==> config.mk <==
export PLATFORM = sky130hd
export DESIGN_NAME = lcm_core_flat
export DESIGN_NICKNAME = d
export VERILOG_FILES = /design/src/rtl/lcm_pkg.sv /design/src/rtl/lcm_if.sv /design/src/rtl/lcm_div.sv /design/src/rtl/lcm_core.sv /design/src/flat_wrapper.sv
export SDC_FILE = /design/constraint.sdc
export NUM_CORES = 1
export LEC_CHECK = 0
export ABC_AREA = 1
export BUFFER_PORTS_ARGS = -buffer_cell sky130_fd_sc_hd__buf_2
export CAP_MARGIN = 0
export CORE_ASPECT_RATIO = 0.7
export CORE_MARGIN = 5
export CORE_UTILIZATION = 65
export DETAILED_ROUTE_END_ITERATION = 16
export HOLD_SLACK_MARGIN = 0.06
export PLACE_DENSITY = 0.89
export SYNTH_ARGS = -nofsm -noshare
export SYNTH_HDL_FRONTEND = slang
export SYNTH_SLANG_ARGS = --single-unit
export TNS_END_PERCENT = 100
==> constraint.sdc <==
create_clock -name clk -period 11.3 [get_ports clk]
set_input_delay 1.695 -clock clk [delete_from_list [all_inputs] [get_ports clk]]
set_output_delay 1.695 -clock clk [all_outputs]
set_load 0.1 [all_outputs]
==> src/rtl/lcm_pkg.sv <==
// Shared types and defaults for the GCD/LCM engine.
// Imported by the interface, divider and top level.
package lcm_pkg;

   localparam int DATA_W_DEF = 8;

   typedef enum logic [1:0] {
      IDLE,
      GCD,
      DIV,
      OUT
   } state_t;

endpackage

==> src/rtl/lcm_if.sv <==
// Operand/result bundle between a producer and lcm_core.
// The producer holds operands; the core pulses vld_out per result.
interface lcm_if
   import lcm_pkg::*;
#(
   parameter int DATA_W = DATA_W_DEF
) ();

   logic [DATA_W-1:0]   A;
   logic [DATA_W-1:0]   B;
   logic                vld_in;
   logic [2*DATA_W-1:0] lcm_out;
   logic [DATA_W-1:0]   mcd_out;
   logic                vld_out;

   modport master (
      output A,
      output B,
      output vld_in,
      input  lcm_out,
      input  mcd_out,
      input  vld_out
   );

   modport slave (
      input  A,
      input  B,
      input  vld_in,
      output lcm_out,
      output mcd_out,
      output vld_out
   );

endinterface

==> src/rtl/lcm_div.sv <==
// Restoring shift-subtract divider, one quotient bit per cycle.
// o_done is held until the cycle after it is first seen.
module lcm_div
   import lcm_pkg::*;
#(
   parameter int DATA_W = DATA_W_DEF
) (
   input  logic              clk,
   input  logic              rst_n,
   input  logic              i_start,
   input  logic [DATA_W-1:0] i_dvd,
   input  logic [DATA_W-1:0] i_dvs,
   output logic              o_done,
   output logic [DATA_W-1:0] o_quo
);

   localparam int CW = $clog2(DATA_W + 1);
   localparam logic [CW-1:0] CNT_INIT = CW'(DATA_W);

   logic              r_busy;
   logic [CW-1:0]     r_cnt;
   logic [DATA_W-1:0] r_rem;
   logic [DATA_W-1:0] r_quo;
   logic [DATA_W-1:0] r_dvs;

   logic [DATA_W:0]   w_sh;
   logic              w_ge;
   logic [DATA_W-1:0] w_diff;

   // One restoring step: shift in the next dividend bit, try to subtract.
   always_comb begin
      w_sh   = {r_rem, r_quo[DATA_W-1]};
      w_ge   = (w_sh >= {1'b0, r_dvs});
      w_diff = w_sh[DATA_W-1:0] - r_dvs;
   end

   // Iteration counter, partial remainder and quotient shift register.
   always_ff @(posedge clk or negedge rst_n) begin
      if (!rst_n) begin
         r_busy <= 1'b0;
         r_cnt  <= '0;
         r_rem  <= '0;
         r_quo  <= '0;
         r_dvs  <= '0;
      end else if (i_start) begin
         r_busy <= 1'b1;
         r_cnt  <= CNT_INIT;
         r_rem  <= '0;
         r_quo  <= i_dvd;
         r_dvs  <= i_dvs;
      end else if (r_busy) begin
         if (r_cnt != '0) begin
            r_rem <= w_ge ? w_diff : w_sh[DATA_W-1:0];
            r_quo <= {r_quo[DATA_W-2:0], w_ge};
            r_cnt <= r_cnt - 1'b1;
         end else begin
            r_busy <= 1'b0;
         end
      end
   end

   assign o_done = r_busy && (r_cnt == '0);
   assign o_quo  = r_quo;

endmodule

==> src/rtl/lcm_core.sv <==
// Iterative GCD (subtractive Euclid) and LCM = a * (b / gcd).
// One operand pair in flight; results held until the next pulse.
module lcm_core
   import lcm_pkg::*;
#(
   parameter int DATA_W = DATA_W_DEF
) (
   input logic  clk,
   input logic  rst_n,
   lcm_if.slave bus
);

   state_t r_state;
   state_t w_next;

   logic [DATA_W-1:0]   r_a_org;
   logic [DATA_W-1:0]   r_b_org;
   logic [DATA_W-1:0]   r_a;
   logic [DATA_W-1:0]   r_b;
   logic [DATA_W-1:0]   r_g;
   logic [2*DATA_W-1:0] r_lcm;
   logic [DATA_W-1:0]   r_mcd;
   logic                r_vld;

   logic                w_gcd_done;
   logic [DATA_W-1:0]   w_g;
   logic                w_div_start;
   logic                w_div_done;
   logic [DATA_W-1:0]   w_quo;
   logic [DATA_W-1:0]   w_q;
   logic [2*DATA_W-1:0] w_prod;
   logic                w_emit;

   // Euclid terminates on equality or a zero; a zero operand yields the other.
   always_comb begin
      w_gcd_done  = (r_a == r_b) || (r_a == '0) || (r_b == '0);
      w_g         = (r_a == '0) ? r_b : r_a;
      w_div_start = (r_state == GCD) && w_gcd_done && (w_g != '0);
      w_q         = (r_g == '0) ? '0 : w_quo;
      w_prod      = {{DATA_W{1'b0}}, r_a_org} * {{DATA_W{1'b0}}, w_q};
   end

   lcm_div #(
      .DATA_W (DATA_W)
   ) u_div (
      .clk     (clk),
      .rst_n   (rst_n),
      .i_start (w_div_start),
      .i_dvd   (r_b_org),
      .i_dvs   (w_g),
      .o_done  (w_div_done),
      .o_quo   (w_quo)
   );

   // State register.
   always_ff @(posedge clk or negedge rst_n) begin
      if (!rst_n) r_state <= IDLE;
      else        r_state <= w_next;
   end

   // Next-state decode; a zero gcd bypasses the divider.
   always_comb begin
      w_next = r_state;
      w_emit = 1'b0;
      case (r_state)
         IDLE: if (bus.vld_in) w_next = GCD;
         GCD:  if (w_gcd_done) w_next = DIV;
         DIV: begin
            if ((r_g == '0) || w_div_done) begin
               w_next = OUT;
               w_emit = 1'b1;
            end
         end
         OUT:     w_next = IDLE;
         default: w_next = IDLE;
      endcase
   end

   // Operand capture and one Euclid subtraction per cycle.
   always_ff @(posedge clk or negedge rst_n) begin
      if (!rst_n) begin
         r_a_org <= '0;
         r_b_org <= '0;
         r_a     <= '0;
         r_b     <= '0;
         r_g     <= '0;
      end else begin
         case (r_state)
            IDLE: begin
               if (bus.vld_in) begin
                  r_a_org <= bus.A;
                  r_b_org <= bus.B;
                  r_a     <= bus.A;
                  r_b     <= bus.B;
               end
            end
            GCD: begin
               if (w_gcd_done)     r_g <= w_g;
               else if (r_a > r_b) r_a <= r_a - r_b;
               else                r_b <= r_b - r_a;
            end
            default: ;
         endcase
      end
   end

   // Result registers load on entry to OUT so they are valid with vld_out.
   always_ff @(posedge clk or negedge rst_n) begin
      if (!rst_n) begin
         r_mcd <= '0;
         r_lcm <= '0;
         r_vld <= 1'b0;
      end else begin
         r_vld <= w_emit;
         if (w_emit) begin
            r_mcd <= r_g;
            r_lcm <= w_prod;
         end
      end
   end

   assign bus.mcd_out = r_mcd;
   assign bus.lcm_out = r_lcm;
   assign bus.vld_out = r_vld;

endmodule

==> src/flat_wrapper.sv <==
// flat-port wrapper written by rule: the top's interface ports become plain ports
module lcm_core_flat import lcm_pkg::*;
#(
   parameter int DATA_W = DATA_W_DEF
)
  (clk, rst_n, bus_A, bus_B, bus_vld_in, bus_lcm_out, bus_mcd_out, bus_vld_out);
  lcm_if #(.DATA_W(DATA_W)) bus_i ();
  input logic clk;
  input logic rst_n;
  input wire logic [$bits(bus_i.A)-1:0] bus_A;
  input wire logic [$bits(bus_i.B)-1:0] bus_B;
  input wire logic [$bits(bus_i.vld_in)-1:0] bus_vld_in;
  output wire logic [$bits(bus_i.lcm_out)-1:0] bus_lcm_out;
  output wire logic [$bits(bus_i.mcd_out)-1:0] bus_mcd_out;
  output wire logic [$bits(bus_i.vld_out)-1:0] bus_vld_out;
  assign bus_i.A = bus_A;
  assign bus_i.B = bus_B;
  assign bus_i.vld_in = bus_vld_in;
  assign bus_lcm_out = bus_i.lcm_out;
  assign bus_mcd_out = bus_i.mcd_out;
  assign bus_vld_out = bus_i.vld_out;
  lcm_core #(.DATA_W(DATA_W)) u_core (.clk(clk), .rst_n(rst_n), .bus(bus_i));
endmodule
==> results by group, run 1 <==
Timing
  • Setup tns final: 0 ps
  • Final Hold Fails: 0
  • Finish-stage setup viols: 0
  • Fmax: 0.199 GHz
  • Setup Skew: 8.11 ps
  • Minimum clock period after layout: 5030 ps
  • Tcrit/Tclk final: 0.445
  • Slew Limit Fails: 0
  • Slew HR: 0.429
  • RSZ-0062 raised after global routing: false
  • Worst Tran Pin Value: 855 ps

Cells and area
  • Area Growth Syn to Fin: 8.39%
  • Cell area after layout: 7820 um2
  • Nets: 1053
  • # diodes: 0
  • Fin cells: 1090
  • Layout cells sized above 1: 0.0950

Synth
  • Cell Area, Synth: 7210 um2
  • Xor/xnor share of the synthesized area: 0.0267
  • Seq/Total Area, Yosys: 0.333
  • Post-synthesis mux area share: 0.00468
  • Syn Inst Count: 899
  • Synth Area in Adders: 0.217
  • Largest family of logic cells by synthesized area: adder cells
  • Area fraction in compound gates after synthesis: 0.112
  • Synth cell types: 43
  • Mapped Nets: 1020
  • Synthesized flop and latch total: 96
  • Simple-gate share of the synthesized area: 0.212
  • Ys Warns: 0
  • Mean Syn Cell Area: 8.02 um2

Routing
  • Vias: 6228
  • Residual DRC count: 0
  • First-pass DRT Iterations: 5
  • Via/cell ratio: 5.71
  • Post-DRT Antenna Nets: 0
  • Drt wl/cell: 16.0 um
  • DR iter-0 viols: 734
  • WL final: 17500 um

Die
  • Core area: 10900 um2
  • Die width: 136 um
  • Die Y-Extent: 98.1 um
  • Starting Density: 0.660
  • IO Count: 44
  • # rows: 32
  • Die Area: 13300 um2

Setup path
  • Crit Path Max Fanout: 11
  • Slowest Stage Delay on Critical Path: 540 ps
  • Max stage delay cell, worst path: fa_1
  • Type of origin of the critical path: register
  • CP dominant cell by count: inv_1
  • Critical path capture point type: register
  • Data arrival, critical path: 5250 ps
  • CP Cell Sequence: inv_1, nand4_1, nor2_1, inv_1, nand2_1, inv_1, nand2_1, fa_1, fa_1, inv_1, fa_1, inv_1, fa_1, inv_1, ha_1, a21oi_1, a21boi_0, nor2_1, nor2_1, xor2_1, o21ai_0
  • WP data required: 11520 ps
  • Critical path type: register to register

Clock network
  • CTS buffer count: 9
  • # clock sinks: 96
  • Clock insertion delay at the later pin of the skew report: 350 ps
  • Clock root cell: clkbuf_16
  • Htree depth: 3
  • Post-CTS Setup Inserts: 0
  • Resize count post-CTS: 0
  • Maximum clock path buffer count: 2
  • CTS tree: done
  • # hold bufs at CTS: 0
  • CTS clk-pin slew, worst paths: 70 ps

Placed design
  • Area after DPL: 7510 um2
  • Post-DP HPWL: 13300 um
  • Port Buf Inserts: 43
  • GP Congestion: 0.990
  • Inst Count DP: 1074

Global route
  • Antenna violations before repair: 0
  • Vias in the first global route: 6129
  • First-pass GRT wire length: 29600 um
  • GRT overflow: 0
  • Largest net degree at the start of global routing: 55
  • Total Routing Usage GR: 0.279

Flow run
  • Max Cap Viol: 0

Outcome
  • Outcome: completed

Worst hold path
  • Hold WC Path Type: register to register
[registers in the layout, indices dropped and copies added, names as in the netlist, 8 cells and up]
signal              cells
u_core.u_div.r_dvs      8
u_core.r_b              8
u_core.u_div.r_rem      8
u_core.r_a              8
u_core.r_b_org          8
u_core.r_a_org          8
u_core.bus.mcd_out      8
u_core.bus.lcm_out     16
u_core.u_div.o_quo      8
u_core.r_g              8
[logic make-up (layout without fill, tap and decap cells)]
kind of cell | Yosys count | count (layout)
adders and majority gates | 102 | 102
AOI/OAI and AO/OA | 150 | 150
and+or+nand+nor | 357 | 357
muxes | 3 | 3
buffers and inverters | 169 | 207
DFF | 96 | 96
xor gates and xnor gates | 22 | 22
[through the flow]
step	setup slack (ps)	hold slack, ps	util
6_report	6270	480	0.715
5_1_grt	5920	508	0.715
4_1_cts	6320	485	0.715
3_5_place_dp	6340	468	0.687
3_3_place_gp	6550	458	0.687
2_1_floorplan	6700	453	-
[worst paths after layout]
| kind | start | endpoint | slack, ps | cells after the start |
|---|---|---|---|---|
| max | u_core.r_g[7] | u_core.bus.lcm_out[12] | 6270 | 21 |
| min | u_core.bus.lcm_out[2] | u_core.bus.lcm_out[2] | 480 | 2 |
| max reg2reg | u_core.r_g[7] | u_core.bus.lcm_out[12] | 6270 | 21 |
| min reg2reg | u_core.bus.lcm_out[2] | u_core.bus.lcm_out[2] | 480 | 2 |
| max in group asynchronous | rst_n | u_core.r_b[3] | 8870 | 2 |
| min in group asynchronous | rst_n | u_core.u_div.r_rem[7] | 1320 | 1 |
[per-layer routing]
layer,part of all wire,vias up,wire [um],global-route usage
li1,-,2924,-,-
met1,0.44,2939,7720,0.410
met2,0.43,324,7560,0.412
met3,0.11,41,1890,0.0752
met4,0.018,0,308,0.0720
met5,0,-,0,0
[critical path: cells and delay by family (launching register included)]
family,cells,cell delay (ps)
fa+ha+maj,5,2390
simple gates,6,840
compound gates,3,610
buf+inv,6,550
flops,1,360
xor+xnor,1,140
[synth_stat cells]
cell	n	share of area
o21ai_0	78	0.054
buf_4	3	0.0031
nor2_1	76	0.040
nand2_2	3	0.0026
o21a_1	1	0.0010
nand4_1	6	0.0052
nand3_2	1	0.0014
fa_1	39	0.11
xnor2_1	7	0.0085
ha_1	63	0.11
o21ai_1	16	0.011
or2_1	4	0.0035
nand3b_1	1	0.0010
dfrtp_1	96	0.33
a21boi_0	1	0.0010
clkbuf_1	11	0.0057
nand2_4	1	0.0016
nand3_1	64	0.044
o21ai_2	7	0.0085
o21bai_1	2	0.0021
clkinv_1	1	0.00052
a21o_1	2	0.0021
a21oi_1	37	0.026
inv_2	2	0.0010
nand2_1	184	0.096
inv_1	142	0.074
or2_0	1	0.00087
nor2_2	1	0.00087
nor3_1	5	0.0035
nand4_2	1	0.0017
a211oi_1	1	0.0010
or2_2	4	0.0035
a31oi_1	1	0.00087
nor2_4	2	0.0031
buf_2	7	0.0049
mux2_2	3	0.0047
nor3_4	1	0.0023
nor4_1	2	0.0017
buf_6	3	0.0047
a21oi_2	2	0.0024
o31ai_1	1	0.0010
o22ai_1	1	0.00087
xor2_1	15	0.018
[placed cells by master (no fill, tap or decap), types with 2 or more instances in the layout]
cell       synthesis  final
o21ai_2            7      7
or2_1              4      4
nor3_1             5      5
nand2_2            3      3
buf_2              7     42
a21o_1             2      2
inv_2              2      2
ha_1              63     63
o21bai_1           2      2
o21ai_0           78     78
a21oi_1           37     37
nand3_1           64     64
mux2_2             3      3
nor2_4             2      2
xor2_1            15     15
a21oi_2            2      2
dfrtp_1           96     96
nor2_1            76     76
or2_2              4      4
nand2_1          184    184
o21ai_1           16     16
clkinv_4           0      2
fa_1              39     39
nand4_1            6      6
xnor2_1            7      7
nor4_1             2      2
inv_1            142    142
clkbuf_16          0      9
buf_4              3      4
[cell type report]
type                            count  area (um2)
Multi-Input combinational cell    634        4140
Fill cell                         852        3110
Sequential cell                    96        2400
Inverter                          145         544
Clock buffer                       11         243
Timing Repair Buffer               46         240
Tap cell                          153         191
Clock inverter                      5        63.8
Power of run 1 is not shown: default switching activity piles up to over one toggle a cycle in this logic, so the estimate is an artifact.
==> run 2, diff against run 1 <==
--- a/config.mk
+++ b/config.mk
@@ -10,10 +10,10 @@
 export CAP_MARGIN = 0
 export CORE_ASPECT_RATIO = 0.7
 export CORE_MARGIN = 5
-export CORE_UTILIZATION = 65
+export CORE_UTILIZATION = 62
 export DETAILED_ROUTE_END_ITERATION = 16
 export HOLD_SLACK_MARGIN = 0.06
-export PLACE_DENSITY = 0.89
+export PLACE_DENSITY = 0.86
 export SYNTH_ARGS = -nofsm -noshare
 export SYNTH_HDL_FRONTEND = slang
 export SYNTH_SLANG_ARGS = --single-unit
==> constraint.sdc (replaced) <==
create_clock -name clk -period 4.9 [get_ports clk]
set_input_delay 0.735 -clock clk [delete_from_list [all_inputs] [get_ports clk]]
set_output_delay 0.735 -clock clk [all_outputs]
set_load 0.1 [all_outputs]
==> run 2 against run 1 <==
Against the previous run: die area up 4.4%; clock skew barely moved; routed wire length shrank 1.5%; first-iteration DRC count decreased by 25%; maximum frequency up 8.3%; hold slack better by 2.1 ps; register-to-register slack got worse by 6000 ps; global-route usage is 1.9 points lower; cell count up 0.55%; highest routed layer unchanged.
==> results by group, run 2 (synthesized netlist as in run 1, its figures left out) <==
Routing
  • Via/cell ratio: 5.67 (-0.74%)
  • First-pass DRT Iterations: 8 (+3)
  • WL final: 17200 um (-1.5%)
  • Vias: 6216 (-0.19%)
  • Post-DRT Antenna Nets: 0 (unchanged)
  • Residual DRC count: 0 (unchanged)
  • DR iter-0 viols: 548 (-25%)
  • Drt wl/cell: 15.7 um (-2.1%)

Worst hold path
  • Hold path depth: 2 (unchanged)
  • Hold WC Path Type: register to register
  • Min-Delay Endpoint: u_core.bus.lcm_out[14]
  • Hold Crit Start: u_core.bus.lcm_out[14]

Global route
  • GRT overflow: 0 (unchanged)
  • Total Routing Usage GR: 0.260 (-0.0191)
  • Largest net degree at the start of global routing: 72 (+31%)
  • First-pass GRT wire length: 29200 um (-1.3%)
  • Vias in the first global route: 5931 (-3.2%)
  • Antenna violations before repair: 0 (unchanged)

Clock network
  • CTS clk-pin slew, worst paths: 70 ps (about the same)
  • CTS tree: done
  • # hold bufs at CTS: 0 (unchanged)
  • Maximum clock path buffer count: 2 (unchanged)
  • CTS buffer count: 9 (unchanged)
  • Post-CTS Setup Inserts: 0 (unchanged)
  • Clock insertion delay at the later pin of the skew report: 350 ps (about the same)
  • Htree depth: 3 (unchanged)
  • Clock root cell: clkbuf_16
  • # clock sinks: 96 (unchanged)

Timing
  • Worst Tran Pin Value: 875 ps (+19.4 ps)
  • Fmax: 0.215 GHz (+8.3%)
  • Setup tns final: 0 ps (unchanged)
  • Slew Limit Fails: 0 (unchanged)
  • RSZ-0062 raised after global routing: false
  • Setup WS post-layout: 256 ps (-6020 ps)
  • Final Hold Fails: 0 (unchanged)
  • Slew HR: 0.417 (-0.0116)
  • Tcrit/Tclk final: 0.948 (+0.503)
  • Finish-stage setup viols: 0 (unchanged)
  • Setup Skew: 8.22 ps (+0.115 ps)
  • Minimum clock period after layout: 4640 ps (-384 ps)

Setup path
  • Reg2Reg Launch Point: u_core.r_g[1]
  • Critical path type: register to register
  • Critical path capture point type: register
  • Crit Path Max Fanout: 11 (unchanged)
  • Type of origin of the critical path: register
  • R2r endpoint: u_core.bus.lcm_out[15]
  • Data arrival, critical path: 4880 ps (-370 ps)
  • WP data required: 5140 ps (-6380 ps)
  • Reg2Reg Depth: 23 (+9.5%)
  • Register-to-register path setup slack: 260 ps (-6020 ps)

Die
  • Die width: 139 um (+2.2%)
  • Die Area: 13900 um2 (+4.4%)
  • Starting Density: 0.624 (-0.0360)
  • Die Y-Extent: 100 um (+2.1%)
  • Core area: 11600 um2 (+5.8%)
  • # rows: 33 (+3.1%)
  • IO Count: 44 (unchanged)

Placed design
  • GP Congestion: 1.00 (+1.2%)
  • Dpl ws: 133 ps (-6210 ps)
  • Post-DP HPWL: 13000 um (-2.3%)
  • Port Buf Inserts: 43 (unchanged)

Cells and area
  • # fillers: 949 (+11%)
  • Commonest cells after routing, fill and taps aside: nand2_1, inv_1, dfrtp_1
  • Largest register FFs: 16 (unchanged)
  • # diodes: 0 (unchanged)
  • Area Growth Syn to Fin: 9.43%
  • Final Util: 0.683 (-0.0325)
  • Layout cells sized above 1: 0.110 (+0.0147)
  • Nets: 1055 (+0.19%)
  • Commonest non-fill, non-tap cell in the layout: nand2_1

Flow run
  • Max Cap Viol: 0 (unchanged)

Outcome
  • Outcome: completed
## run 2: cell count changes in the layout (fill, tap and decap cells not counted), moves of 2 or more
cell     previous run  this run
a21oi_1            37        34
a21oi_2             2         5
buf_4               4         6
ha_1               63        60
ha_4                0         3
nand2_1           184       181
nand2_4             1         4
nor2_1             76        74
## run 2: what timing repair did
| item | in CTS | in global routing |
|---|---|---|
| gates resized for setup | 0 | 21 |
| endpoints found under the hold margin | 0 | 0 |
| setup endpoints to repair | 0 | 8 |
## run 2: area by class of cell
cell class              count  area (um2)  share of cell area
well taps                 157         196              0.0249
repair buffers             48         255              0.0323
multi-input cells         634        4220               0.535
clock buffers              11         233              0.0295
clock inverters             5        41.3             0.00523
inverters                 145         547              0.0693
flip-flops and latches     96        2400               0.304
## run 2: worst max-delay path by stage
stage                              from                      to  slack (ps)  depth (start not counted)
after floorplan           u_core.r_g[4]  u_core.bus.lcm_out[12]         300                         22
after global routing      u_core.r_g[0]  u_core.bus.lcm_out[13]           6                         20
after CTS                 u_core.r_g[3]  u_core.bus.lcm_out[13]          80                         19
after global placement    u_core.r_g[3]  u_core.bus.lcm_out[14]         240                         20
final                     u_core.r_g[1]  u_core.bus.lcm_out[15]         260                         23
after detailed placement  u_core.r_g[3]  u_core.bus.lcm_out[13]         130                         19
## run 2: through the flow
stage	area, um2	hold WS (ps)	cells
global route	7900	501	1096
global placement	7530	460	1080
detailed placement	7530	465	1080
floorplan	7210	439	899
CTS	7810	483	1096
finish	7900	482	1096
## run 2: critical path, cell delays in order (launching register included)
cell and delay, ps:
dfrtp_1 360, inv_1 90, nand4_1 150, nor2_4 190
inv_4 100, nand2_1 100, buf_4 150, nor2_1 60
fa_1 490, fa_1 520, fa_1 550, inv_1 50
fa_1 530, inv_1 70, ha_4 290, nand2_1 60
inv_1 90, nand3_1 90, nand3_1 120, nand4_1 140
nand2_1 90, nand2_1 50, nand3_1 130, nand2_1 70
## run 2: layer usage
layer / global-route usage / share of wire / vias up / routed length, um
li1: - / - / 2928 / -
met1: 0.387 / 0.46 / 2969 / 7840
met2: 0.382 / 0.43 / 295 / 7410
met3: 0.0690 / 0.10 / 24 / 1750
met4: 0.0609 / 0.012 / 0 / 212
met5: 0 / 0 / - / 0
Power of run 2 is left out for the same reason.
==> run 3, diff against run 2 <==
--- a/config.mk
+++ b/config.mk
@@ -13,6 +13,7 @@
 export CORE_UTILIZATION = 62
 export DETAILED_ROUTE_END_ITERATION = 16
 export HOLD_SLACK_MARGIN = 0.06
+export MAX_ROUTING_LAYER = met4
 export PLACE_DENSITY = 0.86
 export SYNTH_ARGS = -nofsm -noshare
 export SYNTH_HDL_FRONTEND = slang
==> run 3 against run 2 <==
Against the previous run: clock skew up 4.7 ps; cell count is essentially flat; largest cell class unchanged; flip-flop and latch count is the same; utilization grew 0.43 points.
==> results by group, run 3 (synthesized netlist as in run 1, its figures left out) <==
Setup path
  • Critical path capture point type: register
  • WP data required: 5120 ps (-20 ps)
  • Critical path type: register to register
  • Type of origin of the critical path: register
  • Crit Path Max Fanout: 11 (unchanged)
  • Data arrival, critical path: 4860 ps (-20 ps)

Clock network
  • Clock insertion delay at the later pin of the skew report: 350 ps (about the same)
  • # clock sinks: 96 (unchanged)
  • CTS clk-pin slew, worst paths: 70 ps (about the same)
  • # hold bufs at CTS: 0 (unchanged)
  • Maximum clock path buffer count: 2 (unchanged)
  • Clock root cell: clkbuf_16
  • CTS tree: done
  • Htree depth: 3 (unchanged)
  • Post-CTS Setup Inserts: 0 (unchanged)
  • CTS buffer count: 9 (unchanged)

Cells and area
  • Area Growth Syn to Fin: 10.1%
  • Largest register FFs: 16 (unchanged)
  • Nets: 1055 (unchanged)
  • # fillers: 877 (-7.6%)
  • Final Util: 0.687 (+0.00433)
  • # diodes: 0 (unchanged)
  • Commonest non-fill, non-tap cell in the layout: nand2_1
  • Commonest cells after routing, fill and taps aside: nand2_1, inv_1, dfrtp_1
  • Layout cells sized above 1: 0.113 (+0.00332)

Die
  • Die width: 139 um (unchanged)
  • Die Area: 13900 um2 (unchanged)
  • Die Y-Extent: 100 um (unchanged)
  • Core area: 11600 um2 (unchanged)
  • Starting Density: 0.624 (unchanged)
  • # rows: 33 (unchanged)
  • IO Count: 44 (unchanged)

Routing
  • Drt wl/cell: 15.8 um (+0.65%)
  • DR iter-0 viols: 511 (-6.8%)
  • Residual DRC count: 0 (unchanged)
  • First-pass DRT Iterations: 6 (-2)
  • Via/cell ratio: 5.67 (about the same)
  • Vias: 6206 (-0.16%)
  • WL final: 17300 um (+0.56%)
  • Post-DRT Antenna Nets: 0 (unchanged)

Timing
  • Slew HR: 0.425 (+0.00814)
  • Tcrit/Tclk final: 0.947 (-0.00121)
  • Slew Limit Fails: 0 (unchanged)
  • Final Hold Fails: 0 (unchanged)
  • Finish-stage setup viols: 0 (unchanged)
  • Setup tns final: 0 ps (unchanged)
  • Minimum clock period after layout: 4640 ps (-5.91 ps)
  • RSZ-0062 raised after global routing: false
  • Worst Tran Pin Value: 860 ps (-14.3 ps)
  • Fmax: 0.216 GHz (+0.13%)
  • Setup Skew: 12.9 ps (+4.72 ps)

Outcome
  • Outcome: completed

Placed design
  • GP Congestion: 1.01 (+1.3%)
  • Post-DP HPWL: 13000 um (-0.13%)
  • Port Buf Inserts: 43 (unchanged)

Worst hold path
  • Hold WC Path Type: register to register

Global route
  • First-pass GRT wire length: 29200 um (about the same)
  • Vias in the first global route: 5894 (-0.62%)
  • GRT overflow: 0 (unchanged)
  • Largest net degree at the start of global routing: 69 (-4.2%)
  • Total Routing Usage GR: 0.267 (+0.00793)
  • Antenna violations before repair: 0 (unchanged)

Flow run
  • Max Cap Viol: 0 (unchanged)
==> run 3: final cells by class <==
class,instances,area [um2],share of cell area
Timing Repair Buffer,48,255,0.0321
Inverter,145,547,0.0688
Multi-Input combinational cell,634,4230,0.532
Clock buffer,9,225,0.0283
Tap cell,157,196,0.0247
Clock inverter,6,93.8,0.0118
Sequential cell,96,2400,0.302
==> run 3: metrics by stage <==
stage          instance area, um2  std cells  hold slack (ps)  worst slack (ps)
3_3_place_gp                 7530       1080              460               237
2_1_floorplan                7210        899              439               304
3_5_place_dp                 7530       1080              464              37.8
4_1_cts                      7850       1095              486              26.4
6_report                     7950       1095              483               262
5_1_grt                      7950       1095              500              14.2
==> run 3: worst paths after layout <==
path | from | endpoint | slack, ps | cells after the start
min in group asynchronous | rst_n | u_core.bus.lcm_out[4] | 490 | 1
setup / recovery | u_core.r_g[2] | u_core.bus.lcm_out[13] | 260 | 20
hold / removal | u_core.bus.mcd_out[4] | u_core.bus.mcd_out[4] | 480 | 2
setup reg to reg | u_core.r_g[2] | u_core.bus.lcm_out[13] | 260 | 20
max in group asynchronous | rst_n | u_core.u_div.o_quo[6] | 3470 | 2
hold reg to reg | u_core.bus.mcd_out[4] | u_core.bus.mcd_out[4] | 480 | 2
==> run 3: routing by layer <==
metal | GRT usage | wire length (um)
met5 | - | 0
met4 | 0.0707 | 199
met3 | 0.0600 | 1950
met2 | 0.373 | 7430
met1 | 0.396 | 7730
==> run 3: worst max-delay path, cell delays in order, from the launching register on <==
cell and delay (ps):
dfrtp_1 380, inv_1 90, nand4_1 140, nor2_4 190, inv_4 100, nand2_1 100, buf_4 150, nor2_1 60
fa_1 490, fa_1 520, fa_1 540, inv_1 60, fa_1 540, inv_1 70, ha_4 260, a21o_1 200
a21oi_1 200, nor2_1 60, nor2_1 130, xor2_1 140, o21ai_0 80
==> run 3: timing repair <==
item | 4_1_cts | 5_1_grt
hold endpoints to repair | 0 | 0
gates resized for setup | 0 | 22
setup endpoints to repair | 0 | 8
Power of run 3 is left out for the same reason.
